--- src/rtl/music_pkg.sv ---
// Shared codes, FSM encoding and address helper for the song sequencer.
package music_pkg;

  localparam logic [1:0] SONG_NONE = 2'd0;
  localparam logic [1:0] SONG_1    = 2'd1;
  localparam logic [1:0] SONG_2    = 2'd2;
  localparam logic [1:0] SONG_3    = 2'd3;

  // ROM word layout: bit 7 flags end of song, all-zero is a rest
  localparam int unsigned END_MARK = 32'd7;
  localparam logic [7:0]  REST     = 8'd0;

  typedef enum logic [1:0] {
    ST_IDLE = 2'd0,
    ST_ADDR = 2'd1,
    ST_LOAD = 2'd2,
    ST_PLAY = 2'd3
  } state_t;

  // First ROM address of a song window; song 0 maps to 0 so it is harmless
  function automatic logic [7:0] song_base(input logic [1:0] song, input int unsigned song_len);
    logic [7:0] base;
    case (song)
      SONG_1:  base = 8'd0;
      SONG_2:  base = 8'(song_len);
      SONG_3:  base = 8'(32'd2 * song_len);
      default: base = 8'd0;
    endcase
    return base;
  endfunction

endpackage

--- src/rtl/pad_sync_edge.sv ---
// Two-flop synchroniser for an asynchronous pad followed by a registered
// rising-edge pulse. The pulse is high for one clk, three clk after the pin rises.
module pad_sync_edge (
  input  logic clk,
  input  logic reset,
  input  logic pad,
  output logic rise
);

  // sync[0..1] resynchronise the pin, sync[2] holds the previous synchronised level
  logic [2:0] sync;

  // Shift the pin through the synchroniser and register the 0->1 transition
  always_ff @(posedge clk) begin
    if (reset) begin
      sync <= 3'b000;
      rise <= 1'b0;
    end else begin
      sync <= {sync[1:0], pad};
      rise <= sync[1] & ~sync[2];
    end
  end

endmodule

--- src/rtl/song_sequencer.sv ---
// Player controller: arbitrates three song pads, walks the selected 64-entry
// ROM window one note per beat and drives the note and gate to the tone path.
module song_sequencer #(
  parameter int unsigned TICKS_PER_BEAT = 32'd4194304,
  parameter int unsigned GAP_TICKS      = 32'd262144,
  parameter int unsigned SONG_LEN       = 32'd64
) (
  input  logic       clk,
  input  logic       reset,
  input  logic       pad1,
  input  logic       pad2,
  input  logic       pad3,
  output logic [7:0] rom_addr,
  input  logic [7:0] rom_note,
  output logic [7:0] cur_note,
  output logic       note_gate,
  output logic       playing,
  output logic [1:0] song_id
);

  import music_pkg::*;

  localparam int unsigned BEAT_W = $clog2(TICKS_PER_BEAT);
  localparam int unsigned IDX_W  = $clog2(SONG_LEN);

  localparam logic [BEAT_W-1:0] BEAT_LAST = BEAT_W'(TICKS_PER_BEAT - 32'd1);
  localparam logic [BEAT_W:0]   GATE_END  = (BEAT_W + 1)'(TICKS_PER_BEAT - GAP_TICKS);
  localparam logic [IDX_W-1:0]  IDX_LAST  = IDX_W'(SONG_LEN - 32'd1);

  state_t            state;
  logic [1:0]        pending;
  logic [1:0]        req;
  logic [BEAT_W-1:0] beat_cnt;
  logic [IDX_W-1:0]  idx;
  logic [IDX_W-1:0]  idx_next;
  logic              rise1;
  logic              rise2;
  logic              rise3;

  pad_sync_edge u_pad1 (.clk(clk), .reset(reset), .pad(pad1), .rise(rise1));
  pad_sync_edge u_pad2 (.clk(clk), .reset(reset), .pad(pad2), .rise(rise2));
  pad_sync_edge u_pad3 (.clk(clk), .reset(reset), .pad(pad3), .rise(rise3));

  // idx only ever wraps inside its own width, so the window base is never disturbed
  assign idx_next = idx + IDX_W'(1);

  // Silence during the articulation gap at the end of every slot and during rests
  assign note_gate = (state == ST_PLAY) && (cur_note != REST) && ({1'b0, beat_cnt} < GATE_END);

  // Fixed-priority pick among pads that fired this clk: lowest pad number wins
  always_comb begin
    req = SONG_NONE;
    if (rise1) begin
      req = SONG_1;
    end else if (rise2) begin
      req = SONG_2;
    end else if (rise3) begin
      req = SONG_3;
    end else begin
      req = SONG_NONE;
    end
  end

  // Sequencer FSM with pending-request register; a fresh pad edge overrides any clear of pending
  always_ff @(posedge clk) begin
    if (reset) begin
      state    <= ST_IDLE;
      pending  <= SONG_NONE;
      rom_addr <= 8'd0;
      cur_note <= 8'd0;
      playing  <= 1'b0;
      song_id  <= SONG_NONE;
      beat_cnt <= '0;
      idx      <= '0;
    end else begin
      case (state)
        ST_IDLE: begin
          if (pending != SONG_NONE) begin
            song_id  <= pending;
            pending  <= SONG_NONE;
            rom_addr <= song_base(pending, SONG_LEN);
            idx      <= '0;
            playing  <= 1'b1;
            state    <= ST_ADDR;
          end
        end
        ST_ADDR: begin
          state <= ST_LOAD;
        end
        ST_LOAD: begin
          if (rom_note[END_MARK]) begin
            state    <= ST_IDLE;
            playing  <= 1'b0;
            song_id  <= SONG_NONE;
            cur_note <= 8'd0;
          end else begin
            cur_note <= rom_note;
            beat_cnt <= '0;
            state    <= ST_PLAY;
          end
        end
        ST_PLAY: begin
          if (beat_cnt == BEAT_LAST) begin
            if (pending == song_id) begin
              // Same pad again stops the song
              pending  <= SONG_NONE;
              state    <= ST_IDLE;
              playing  <= 1'b0;
              song_id  <= SONG_NONE;
              cur_note <= 8'd0;
            end else if (pending != SONG_NONE) begin
              song_id  <= pending;
              pending  <= SONG_NONE;
              rom_addr <= song_base(pending, SONG_LEN);
              idx      <= '0;
              state    <= ST_ADDR;
            end else if (idx == IDX_LAST) begin
              // Window exhausted without an end marker
              state    <= ST_IDLE;
              playing  <= 1'b0;
              song_id  <= SONG_NONE;
              cur_note <= 8'd0;
            end else begin
              idx      <= idx_next;
              rom_addr <= song_base(song_id, SONG_LEN) + 8'(idx_next);
              state    <= ST_ADDR;
            end
          end else begin
            beat_cnt <= beat_cnt + BEAT_W'(1);
          end
        end
        default: begin
          state <= ST_IDLE;
        end
      endcase
      if (req != SONG_NONE) begin
        pending <= req;
      end
    end
  end

endmodule

--- config.mk ---
export PLATFORM = sky130hd
export DESIGN_NAME = song_sequencer
export DESIGN_NICKNAME = d
export VERILOG_FILES = /design/src/rtl/music_pkg.sv /design/src/rtl/pad_sync_edge.sv /design/src/rtl/song_sequencer.sv
export SDC_FILE = /design/constraint.sdc
export NUM_CORES = 1
export LEC_CHECK = 0
export ABC_CLOCK_PERIOD_IN_PS = 2800
export CORE_ASPECT_RATIO = 2
export CORE_UTILIZATION = 35
export CTS_CLUSTER_SIZE = 8
export DETAILED_ROUTE_END_ITERATION = 10
export GPL_ROUTABILITY_DRIVEN = 0
export HOLD_SLACK_MARGIN = 0.06
export PLACE_DENSITY_LB_ADDON = 0.3
export SKIP_CTS_REPAIR_TIMING = 1
export SLEW_MARGIN = 0
export SYNTH_ARGS = -nofsm -noshare
export SYNTH_HDL_FRONTEND = slang
export SYNTH_SLANG_ARGS = --single-unit
--- constraint.sdc ---
create_clock -name clk -period 2.8 [get_ports clk]
set_input_delay 0.42 -clock clk [delete_from_list [all_inputs] [get_ports clk]]
set_output_delay 0.42 -clock clk [all_outputs]
set_load 0.02 [all_outputs]
==> insert_results.sql <==
INSERT INTO impl_metrics (metric_group, metric, value, unit) VALUES
('setup_path', 'worst_ep_required_time', '2.38', 'ns'),
('routing', 'drt-vias-per-instance', '5.55', ''),
('clocking', 'clock_sinks', '56', ''),
('setup_path', 'critPathArrivalTime', '2.04', 'ns'),
('yosys', 'synth.cells.most_frequent', 'dfxtp_1, nand2_1, nor2_1', ''),
('setup_path', 'reg2reg_to', 'rom_addr[6]$_SDFFE_PP0P_', ''),
('grt', 'grt_pass1_wl', '11600', 'um'),
('setup_path', 'worstRegToRegCells', '6', ''),
('power', 'p_leak', '0.00115', 'uW'),
('timing', 'timing.clock.skew', '0.00533', 'ns'),
('routing', 'via_count', '2418', ''),
('yosys', 'synth_area_per_cell', '8.67', 'um2'),
('timing', 'accumulated_negative_setup_slack', '0', 'ns'),
('layout', 'post_route_cells_drive_above_1_share', '0.0640', ''),
('clocking', 'clock_latency', '0.30', 'ns'),
('power', 'clockPowerShare', '0.333', ''),
('yosys', 'yosys.area.top_type', 'dfxtp_1', ''),
('clocking', 'cts.htree.levels', '2', ''),
('yosys', 'synth_area_leaders', 'dfxtp_1, nand2_1, nor2_1', ''),
('routing', 'drtPass1Iterations', '5', ''),
('yosys', 'post_synth_instance_area', '0.00266', 'mm2'),
('die', 'io_pins', '33', ''),
('yosys', 'synth.most_common_cell', 'dfxtp_1', ''),
('die', 'dieArea', '0.00798', 'mm2'),
('yosys', 'synth_flop_cell', 'dfxtp_1', ''),
('timing', 'layout_min_cycle_time', '2.46', 'ns'),
('yosys', 'synth_seq_cells', '56', ''),
('timing', 'rsz0062_at_grt', 'no', ''),
('place', 'placement.io_buffers', '31', ''),
('power', 'comb_power_share', '0.224', ''),
('power', 'power.switching_fraction', '0.307', ''),
('setup_path', 'critical_path.endpoint', 'note_gate', ''),
('yosys', 'synth.top_cell.area_share', '0.421', ''),
('power', 'reg_power_frac', '0.443', ''),
('power', 'internal_power', '1370', 'uW'),
('setup_path', 'setup.reg_to_reg.worst_slack', '0.35', 'ns'),
('die', 'row_count', '44', ''),
('timing', 'timing.slew.headroom', '0.414', ''),
('place', 'dpl.hpwl', '5310', 'um'),
('job', 'timing.max_cap.violations', '0', ''),
('timing', 'final_max_slew_viol_count', '0', ''),
('layout', 'insertedDiodeCount', '0', ''),
('die', 'floorplan.initialDensity', '0.363', ''),
('grt', 'grt_pass1_vias', '2519', ''),
('status', 'status', 'complete, no violations', ''),
('setup_path', 'crit_path_end_kind', 'primary output', ''),
('power', 'power_switching', '607', 'uW'),
('routing', 'initialDrtViolationCount', '51', ''),
('routing', 'wl_per_cell', '15.7', 'um'),
('yosys', 'gate_count_of_the_mapped_netlist', '307', ''),
('grt', 'track_usage', '0.184', ''),
('die', 'chipHeight', '125', 'um'),
('clocking', 'root_buffer', 'clkbuf_16', ''),
('clocking', 'cts_buffers', '5', ''),
('clocking', 'cts_buffer_depth', '2', ''),
('setup_path', 'timing.critical_path.from_type', 'flop', ''),
('timing', 'timing.final.crit_share', '0.879', ''),
('setup_path', 'critPathKind', 'flop to primary output', ''),
('yosys', 'synth_nets', '327', ''),
('die', 'core_area', '0.00732', 'mm2'),
('yosys', 'yosysWarnings', '0', ''),
('timing', 'timing.final.ws_setup', '0.338', 'ns'),
('clocking', 'tritoncts_clock_tree', 'done', ''),
('yosys', 'synth.yosys.seq_area_share', '0.421', ''),
('timing', 'report.final.hold_viol_count', '0', ''),
('timing', 'setup_violations', '0', ''),
('power', 'power.density_cell_area', '604', 'mW/mm2'),
('place', 'dp_worst_setup_slack', '0.342', 'ns'),
('routing', 'detail_route.wirelength', '6860', 'um'),
('setup_path', 'worst-path-max-fanout', '11', ''),
('layout', 'finish.utilization', '0.447', '');
## per-layer routing
layer	track usage	wire length, um	vias up
met5	0	0	-
met4	0.127	310	0
met3	0.0283	165	20
met2	0.345	3840	51
met1	0.175	2540	1146
li1	-	-	1201
## per-stage QoR
step           instance area (um2)  hold slack, ns  power [uW]  std cells
4_1_cts                       3270           0.384        1990        436
3_5_place_dp                  3120           0.374        1330        428
3_3_place_gp                  3120           0.371        1330        428
5_1_grt                       3270           0.390        2070        436
2_1_floorplan                 2660           0.367        1170        307
6_report                      3270           0.383        1970        436
## how the worst min path moves through the flow
stage,start,end,slack (ns),cells after the start
3_5_place_dp,u_pad2.sync[2]$_SDFF_PP0_,u_pad2.rise$_SDFF_PP0_,0.37,1
5_1_grt,u_pad1.sync[2]$_SDFF_PP0_,u_pad1.rise$_SDFF_PP0_,0.39,1
3_3_place_gp,u_pad1.sync[2]$_SDFF_PP0_,u_pad1.rise$_SDFF_PP0_,0.37,1
4_1_cts,u_pad2.sync[2]$_SDFF_PP0_,u_pad2.rise$_SDFF_PP0_,0.38,1
6_report,u_pad1.sync[2]$_SDFF_PP0_,u_pad1.rise$_SDFF_PP0_,0.38,1
2_1_floorplan,u_pad1.sync[2]$_SDFF_PP0_,u_pad1.rise$_SDFF_PP0_,0.37,1
## power by group through the flow
| stage | clock [uW] | combinational, uW | sequential [uW] |
|---|---|---|---|
| 6_report | 658 | 441 | 875 |
| 5_1_grt | 698 | 488 | 881 |
| 2_1_floorplan | 0 | 271 | 900 |
| 4_1_cts | 672 | 442 | 874 |
| 3_3_place_gp | 0 | 435 | 892 |
| 3_5_place_dp | 0 | 439 | 892 |
## sequential cells by signal, summed over array words and instances, names as in the netlist
register,cells
u_pad2.rise,1
rom_addr,8
u_pad3.rise,1
playing,1
state,2
u_pad1.sync,3
u_pad1.rise,1
pending,2
song_id,2
u_pad3.sync,3
u_pad2.sync,3
beat_cnt,22
cur_note,7
## worst max-delay path, cell delays in order (launching register included)
cell and delay (ns):
dfxtp_1 0.41, ha_1 0.32, buf_4 0.22, nand2_1 0.06
a21oi_1 0.11, clkdlybuf4s50_1 0.62
## final cells by class
class                   instances  area (um2)
clock inverters                 2        15.0
inverters                       5        18.8
repair buffers                 42         393
clock buffers                   6         139
fillers                       730        4050
well taps                      92         115
flip-flops and latches         56        1120
multi-input cells             233        1470
## cell families after synthesis
| family | Yosys count | share of synthesized area |
|---|---|---|
| AOI/OAI and AO/OA | 61 | 0.165 |
| and+or+nand+nor | 144 | 0.284 |
| muxes | 6 | 0.0226 |
| other | 1 | 0.00141 |
| xor gates and xnor gates | 14 | 0.0461 |
| DFF | 56 | 0.421 |
| buffers and inverters | 18 | 0.0268 |
| adders and majority gates | 7 | 0.0329 |
## cell usage in the layout, fill, tap and decap left out, drive strengths merged, types with 2 or more instances in the layout
| master | instances |
|---|---|
| a211oi | 4 |
| a21oi | 7 |
| a22o | 7 |
| a311oi | 2 |
| a31oi | 6 |
| a41oi | 4 |
| and2 | 5 |
| and3 | 7 |
| and4 | 2 |
| buf | 11 |
| clkbuf | 6 |
| clkdlybuf4s50 | 31 |
| clkinvlp | 2 |
| dfxtp | 56 |
| ha | 7 |
| inv | 5 |
| mux2i | 6 |
| nand2 | 28 |
| nand2b | 5 |
| nand3 | 19 |
| nand4 | 6 |
| nor2 | 26 |
| nor2b | 14 |
| nor3 | 9 |
| nor4 | 9 |
| o2111ai | 2 |
| o211ai | 13 |
| o21ai | 10 |
| or3 | 4 |
| or4 | 9 |
| xnor2 | 6 |
| xor2 | 8 |
Note: power is estimated with default switching activity, not from simulation.
